--- src/rtl/multicycle_controller.sv ---
// Multicycle MIPS control unit: sequences fetch/decode/exec/mem/writeback with
// ready handshakes on both memories, a memory-wait watchdog and an illegal-opcode trap.
module multicycle_controller #(
  parameter int unsigned TIMEOUT = 16,
  parameter int unsigned CNT_W   = 32
) (
  input  logic             clk,
  input  logic             reset,
  input  logic             enable,
  input  logic [5:0]       op,
  input  logic [5:0]       func,
  input  logic             Z,
  input  logic             imem_ready,
  input  logic             dmem_ready,
  output logic [1:0]       pcsel,
  output logic [1:0]       wasel,
  output logic [1:0]       wdsel,
  output logic [1:0]       asel,
  output logic             bsel,
  output logic             sext,
  output logic [4:0]       alufn,
  output logic             werf,
  output logic             wr,
  output logic             dmem_re,
  output logic             pc_we,
  output logic             ir_we,
  output logic [2:0]       state,
  output logic             instr_done,
  output logic [CNT_W-1:0] instret,
  output logic [1:0]       trap
);

  // Handshake: imem_ready / dmem_ready are sampled only in FETCH / MEM while
  // enabled; the transfer happens in the cycle ready is high, and the request
  // (ir_we wait, dmem_re / wr) is held unchanged until then.

  localparam int unsigned WAIT_W = (TIMEOUT > 1) ? $clog2(TIMEOUT + 1) : 1;

  localparam logic [4:0] ALU_ADD  = 5'b00001;
  localparam logic [4:0] ALU_SUB  = 5'b10001;
  localparam logic [4:0] ALU_SLT  = 5'b10011;
  localparam logic [4:0] ALU_SLTU = 5'b10111;
  localparam logic [4:0] ALU_AND  = 5'b00000;
  localparam logic [4:0] ALU_OR   = 5'b00100;
  localparam logic [4:0] ALU_XOR  = 5'b01000;
  localparam logic [4:0] ALU_NOR  = 5'b01100;
  localparam logic [4:0] ALU_SLL  = 5'b00010;
  localparam logic [4:0] ALU_SRL  = 5'b01010;
  localparam logic [4:0] ALU_SRA  = 5'b01110;

  typedef enum logic [2:0] {
    S_FETCH  = 3'd0,
    S_DECODE = 3'd1,
    S_EXEC   = 3'd2,
    S_MEM    = 3'd3,
    S_WB     = 3'd4,
    S_TRAP   = 3'd7
  } state_t;

  state_t             cur_state, state_next;
  logic [WAIT_W-1:0]  wait_cnt;
  logic [WAIT_W:0]    wait_inc;
  logic               waiting, timeout_hit, active, commit;
  logic [1:0]         trap_q, trap_set;
  logic               legal, is_beq, is_bne, is_j, is_jal, is_jr, is_lw, is_sw;

  // Datapath selects depend only on op/func, so they stay stable while the IR holds.
  always_comb begin
    legal  = 1'b0;
    is_beq = 1'b0;
    is_bne = 1'b0;
    is_j   = 1'b0;
    is_jal = 1'b0;
    is_jr  = 1'b0;
    is_lw  = 1'b0;
    is_sw  = 1'b0;
    wasel  = 2'b00;
    wdsel  = 2'b01;
    asel   = 2'b00;
    bsel   = 1'b0;
    sext   = 1'b1;
    alufn  = ALU_ADD;
    case (op)
      6'h00: begin
        case (func)
          6'h00: begin legal = 1'b1; asel = 2'b01; alufn = ALU_SLL; end
          6'h02: begin legal = 1'b1; asel = 2'b01; alufn = ALU_SRL; end
          6'h03: begin legal = 1'b1; asel = 2'b01; alufn = ALU_SRA; end
          6'h04: begin legal = 1'b1; alufn = ALU_SLL; end
          6'h08: begin legal = 1'b1; is_jr = 1'b1; end
          6'h20, 6'h21: begin legal = 1'b1; alufn = ALU_ADD; end
          6'h22: begin legal = 1'b1; alufn = ALU_SUB; end
          6'h24: begin legal = 1'b1; alufn = ALU_AND; end
          6'h25: begin legal = 1'b1; alufn = ALU_OR; end
          6'h26: begin legal = 1'b1; alufn = ALU_XOR; end
          6'h27: begin legal = 1'b1; alufn = ALU_NOR; end
          6'h2a: begin legal = 1'b1; alufn = ALU_SLT; end
          6'h2b: begin legal = 1'b1; alufn = ALU_SLTU; end
          default: ;
        endcase
      end
      6'h02: begin legal = 1'b1; is_j = 1'b1; end
      6'h03: begin legal = 1'b1; is_jal = 1'b1; wasel = 2'b10; wdsel = 2'b00; end
      6'h04: begin legal = 1'b1; is_beq = 1'b1; alufn = ALU_SUB; end
      6'h05: begin legal = 1'b1; is_bne = 1'b1; alufn = ALU_SUB; end
      6'h08, 6'h09: begin legal = 1'b1; wasel = 2'b01; bsel = 1'b1; alufn = ALU_ADD; end
      6'h0a: begin legal = 1'b1; wasel = 2'b01; bsel = 1'b1; alufn = ALU_SLT; end
      6'h0b: begin legal = 1'b1; wasel = 2'b01; bsel = 1'b1; alufn = ALU_SLTU; end
      6'h0c: begin legal = 1'b1; wasel = 2'b01; bsel = 1'b1; sext = 1'b0; alufn = ALU_AND; end
      6'h0d: begin legal = 1'b1; wasel = 2'b01; bsel = 1'b1; sext = 1'b0; alufn = ALU_OR; end
      6'h0e: begin legal = 1'b1; wasel = 2'b01; bsel = 1'b1; sext = 1'b0; alufn = ALU_XOR; end
      6'h0f: begin legal = 1'b1; wasel = 2'b01; asel = 2'b10; bsel = 1'b1; alufn = ALU_SLL; end
      6'h23: begin legal = 1'b1; is_lw = 1'b1; wasel = 2'b01; wdsel = 2'b10; bsel = 1'b1; end
      6'h2b: begin legal = 1'b1; is_sw = 1'b1; bsel = 1'b1; end
      default: ;
    endcase
  end

  assign active   = enable & ~reset;
  assign waiting  = ((cur_state == S_FETCH) & ~imem_ready) |
                    ((cur_state == S_MEM) & ~dmem_ready);
  assign wait_inc = {1'b0, wait_cnt} + (WAIT_W + 1)'(1);
  // The wait that would bring the counter to TIMEOUT is the last one allowed.
  assign timeout_hit = (TIMEOUT != 0) && (wait_inc == (WAIT_W + 1)'(TIMEOUT));

  always_comb begin
    state_next = cur_state;
    werf       = 1'b0;
    wr         = 1'b0;
    dmem_re    = 1'b0;
    pc_we      = 1'b0;
    ir_we      = 1'b0;
    commit     = 1'b0;
    pcsel      = 2'b00;
    trap_set   = 2'b00;
    case (cur_state)
      S_FETCH: begin
        if (imem_ready) begin
          ir_we      = 1'b1;
          state_next = S_DECODE;
        end else if (timeout_hit) begin
          state_next = S_TRAP;
          trap_set   = 2'b10;
        end
      end
      S_DECODE: begin
        if (legal) begin
          state_next = S_EXEC;
        end else begin
          state_next = S_TRAP;
          trap_set   = 2'b01;
        end
      end
      S_EXEC: begin
        if (is_beq | is_bne | is_j | is_jal | is_jr) begin
          commit     = 1'b1;
          werf       = is_jal;
          state_next = S_FETCH;
          if (is_j | is_jal)                      pcsel = 2'b10;
          else if (is_jr)                         pcsel = 2'b11;
          else if ((is_beq & Z) | (is_bne & ~Z))  pcsel = 2'b01;
        end else if (is_lw | is_sw) begin
          state_next = S_MEM;
        end else begin
          state_next = S_WB;
        end
      end
      S_MEM: begin
        dmem_re = is_lw;
        wr      = is_sw;
        if (dmem_ready) begin
          commit     = is_sw;
          state_next = is_sw ? S_FETCH : S_WB;
        end else if (timeout_hit) begin
          state_next = S_TRAP;
          trap_set   = 2'b10;
        end
      end
      S_WB: begin
        werf       = 1'b1;
        commit     = 1'b1;
        state_next = S_FETCH;
      end
      S_TRAP: ;
      default: state_next = S_FETCH;
    endcase
    pc_we = commit;
    if (!active) begin
      state_next = cur_state;
      werf       = 1'b0;
      wr         = 1'b0;
      dmem_re    = 1'b0;
      pc_we      = 1'b0;
      ir_we      = 1'b0;
      commit     = 1'b0;
      trap_set   = 2'b00;
      if (reset) pcsel = 2'b00;
    end
  end

  always_ff @(posedge clk) begin
    if (reset) begin
      cur_state <= S_FETCH;
      wait_cnt  <= '0;
      instret   <= '0;
      trap_q    <= 2'b00;
    end else if (enable) begin
      cur_state <= state_next;
      if (state_next != cur_state)
        wait_cnt <= '0;
      else if (waiting && (TIMEOUT != 0))
        wait_cnt <= wait_inc[WAIT_W-1:0];
      if (commit)
        instret <= instret + {{(CNT_W-1){1'b0}}, 1'b1};
      if (trap_set != 2'b00)
        trap_q <= trap_set;
    end
  end

  assign instr_done = commit;
  assign state      = cur_state;
  assign trap       = trap_q;

endmodule

--- config.mk ---
export PLATFORM = sky130hd
export DESIGN_NAME = multicycle_controller
export DESIGN_NICKNAME = d
export VERILOG_FILES = /design/src/rtl/multicycle_controller.sv
export SDC_FILE = /design/constraint.sdc
export NUM_CORES = 1
export LEC_CHECK = 0
export ABC_AREA = 0
export BUFFER_PORTS_ARGS = -buffer_cell sky130_fd_sc_hd__buf_2
export CORE_ASPECT_RATIO = 0.7
export CORE_UTILIZATION = 50
export CTS_BUF_LIST = sky130_fd_sc_hd__clkbuf_2
export DETAILED_ROUTE_END_ITERATION = 12
export GPL_TIMING_DRIVEN = 0
export PLACE_DENSITY = 0.74
export SLEW_MARGIN = 20
export SYNTH_ARGS = -nofsm -noshare
export SYNTH_HDL_FRONTEND = slang
export SYNTH_SLANG_ARGS = --single-unit
--- constraint.sdc ---
create_clock -name clk -period 2.8 [get_ports clk]
set_input_delay 0.56 -clock clk [delete_from_list [all_inputs] [get_ports clk]]
set_output_delay 0.56 -clock clk [all_outputs]
set_load 0.1 [all_outputs]
==> metrics <==
clk sinks 42; ANT cells 0; fmax ~0.37 GHz; Core Area 5290 um2; max-cap viol count 0; main area contributors after synthesis dfxtp_1 (30%), a21oi_1 (6.1%), nand2_1 (4.6%); Clock Skews about 0.012 ns; pre-CTS setup slack -0.445 ns; Cell Area, Synth roughly 2800 um2; clk root buf clkbuf_2; Worst setup SP type primary input; largest family of logic cells by synthesized area simple AND/OR/NAND/NOR gates; layout cells sized above 1 0.306; DR vias/cell 6.16; Final TNS setup 0 ns; routed vias ~3200; row count 22; number of global-route vias before repair about 2600; pwr dens between 300 and 400 nW/um2; crit path max-delay cell type nor4_4; max incr delay on CP 0.38 ns; Post-synth EDFFs 0; mux cell area share after synthesis 0.00721; Detailed Route WL approximately 8300 um; synthesized area per cell between 7 and 8 um2; CP endpoint kind output port; Switching Fraction 0.359; Ys Warns 0; worst-path cell chain buf_6 > buf_8 > nor4_4 > nand4_1 > a21o_4 > a21oi_4 > buf_6; clk_lat worst skew 0.39 ns; worst hold-check path type flip-flop to flip-flop; relative slew slack 0.553; nets@finish between 400 and 500; adder-cell share of the synthesized area 0.00901; global-route usage over all layers 0.280; NetSw ~420 uW; final non-filler cell total 526; met3 WL post-DR roughly 700 um; P_leak around 1.3 nW; Post-Synth Simple-Gate Area 0.335; Post-synth top flop dfxtp_1; Worst EP required ~2.2 ns; met2 WL between 3000 and 4000 um; final setup margin roughly 0.064 ns; Final Critical Period around 2.7 ns; routability cong. ~0.93; data arrival time of the critical path around 2.2 ns; Internal about 750 uW; die width 91.1 um; largest net degree at the start of global routing 13; Clk pwr share 0.217; Synth Area in Compound Gates 0.255; ANT nets after route 0; post-synth cell types 62; CTS tree done; Bufs on Longest Clock Path 2; top sig layer met4; First-pass DRT Iterations 5; RSZ-0062 raised after global routing true; die height roughly 64 um; Setup-failing EPs final 0; sequential element share of the synthesized area 0.303; Tightest Pin Transition roughly 0.67 ns; Die ar. between 5000 and 6000 um2; initial antenna violation count 0; IO Port Bufs 70; synthesis-to-layout area growth 29.8%; Yosys reg bits 42; Flop pwr share 0.522; I/O pin total between 70 and 80; Post-Syn Nets 390; H-tree level count 2; Peak supply drop 286 uV; Mapped Cells 370; detailed placement HPWL around 6000 um; Async SR Flop Fraction 0; Crit Path Category primary input to output port; critical-path maximum fanout 6; worst hold slack just under 0.5 ns; met1 wire length between 4000 and 5000 um; most frequent cells in the layout buf_2 (60), a21oi_1 (32), nand2_1 (31), dfxtp_1 (30), o21ai_0 (23); CTS Hold Buffers Added 0; placed cells a little over 500; DRC errors left 0; Max Transition Viols Final 0; combinational share of power 0.260; 1st-iter DRT viols ~280; largest area contributor in the netlist dfxtp_1; Final period util 0.977; Synth Area in XOR/XNOR 0.0284; global-route wire length before repair between 10000 and 15000 um; Starting Density 0.526; status complete, no violations; most used cell, CP buf_6; Num CTS Buffers 5; Final Hold Viols 0; drt wl/cell 15.8 um; post-synth top area share 0.303; most common cell after layout, fill and taps aside buf_2; Remaining Overflow, GRT 0; Clock transition at path regs approximately 0.20 ns
sequential cells by signal, summed over array words and instances (netlist names):
register	flops
instret	32
wait_cnt	5
state	3
trap	2
cells by family after synthesis:
kind of cell               Yosys count
AOI/OAI and AO/OA                  109
xor gates and xnor gates             9
adders and majority gates            2
buffers and inverters               39
DFF                                 42
muxes                                2
and+or+nand+nor                    167
critical path, delay by kind of cell:
kind / cells / cell delay [ns]
buf+inv: 3 / 0.46
compound gates: 2 / 0.52
simple gates: 2 / 0.61
per-layer routing:
metal | global-route usage | vias up
met2 | 0.386 | 152
met4 | 0.0496 | 0
li1 | - | 1554
met3 | 0.0726 | 23
met5 | 0 | -
met1 | 0.429 | 1509
cell type report:
cell class | instances | area (um2)
Buffer | 23 | 153
Clock buffer | 6 | 30.0
Clock inverter | 2 | 8.76
Fill cell | 442 | 1680
Inverter | 15 | 56.3
Multi-Input combinational cell | 289 | 1960
Sequential cell | 42 | 858
Tap cell | 72 | 90.1
Timing Repair Buffer | 77 | 453
power groups by stage:
stage	registers [mW]	clock network, mW	logic (mW)
floorplan	0.654	0	0.193
global placement	0.624	0	0.283
detailed placement	0.624	0	0.285
CTS	0.612	0.263	0.288
global route	0.615	0.294	0.325
finish	0.614	0.255	0.306
cells in the mapped netlist (3+ instances only):
| cell | instances |
|---|---|
| a2111oi_0 | 4 |
| inv_1 | 15 |
| or4_1 | 11 |
| clkbuf_1 | 14 |
| nand3b_1 | 3 |
| nor2b_1 | 5 |
| o21ai_0 | 23 |
| nand2b_1 | 13 |
| dfxtp_1 | 42 |
| nand4_1 | 13 |
| nor3_1 | 11 |
| or3_1 | 14 |
| nor2_1 | 26 |
| a31oi_1 | 6 |
| and3_1 | 5 |
| o31ai_1 | 11 |
| a211oi_1 | 6 |
| nand2_1 | 34 |
| a21oi_1 | 34 |
| nand3_1 | 18 |
| xnor2_1 | 7 |
| buf_2 | 5 |
through the flow:
stage | utilization | power [mW] | instance area [um2]
6_report | 0.682 | 1.17 | 3610
5_1_grt | 0.682 | 1.23 | 3610
4_1_cts | 0.663 | 1.16 | 3510
3_5_place_dp | 0.650 | 0.909 | 3440
3_3_place_gp | 0.650 | 0.907 | 3440
2_1_floorplan | - | 0.847 | 3000
timing repair:
item,4_1_cts,5_1_grt
buffers inserted,2,5
pin swaps,2,5
gates resized for setup,6,25
endpoints found under the setup margin,9,26
final timing paths:
check,slack (ns),cells past startpoint,startpoint,endpoint
min reg2reg,0.48,2,trap[1]$_SDFFE_PP0P_,trap[1]$_SDFFE_PP0P_
min,0.48,2,trap[1]$_SDFFE_PP0P_,trap[1]$_SDFFE_PP0P_
max,0.06,7,op[2],instr_done
max reg2reg,0.18,9,state[0]$_SDFFE_PP0P_,instret[23]$_SDFFE_PP0P_
Note: power is estimated with default switching activity, not from simulation.
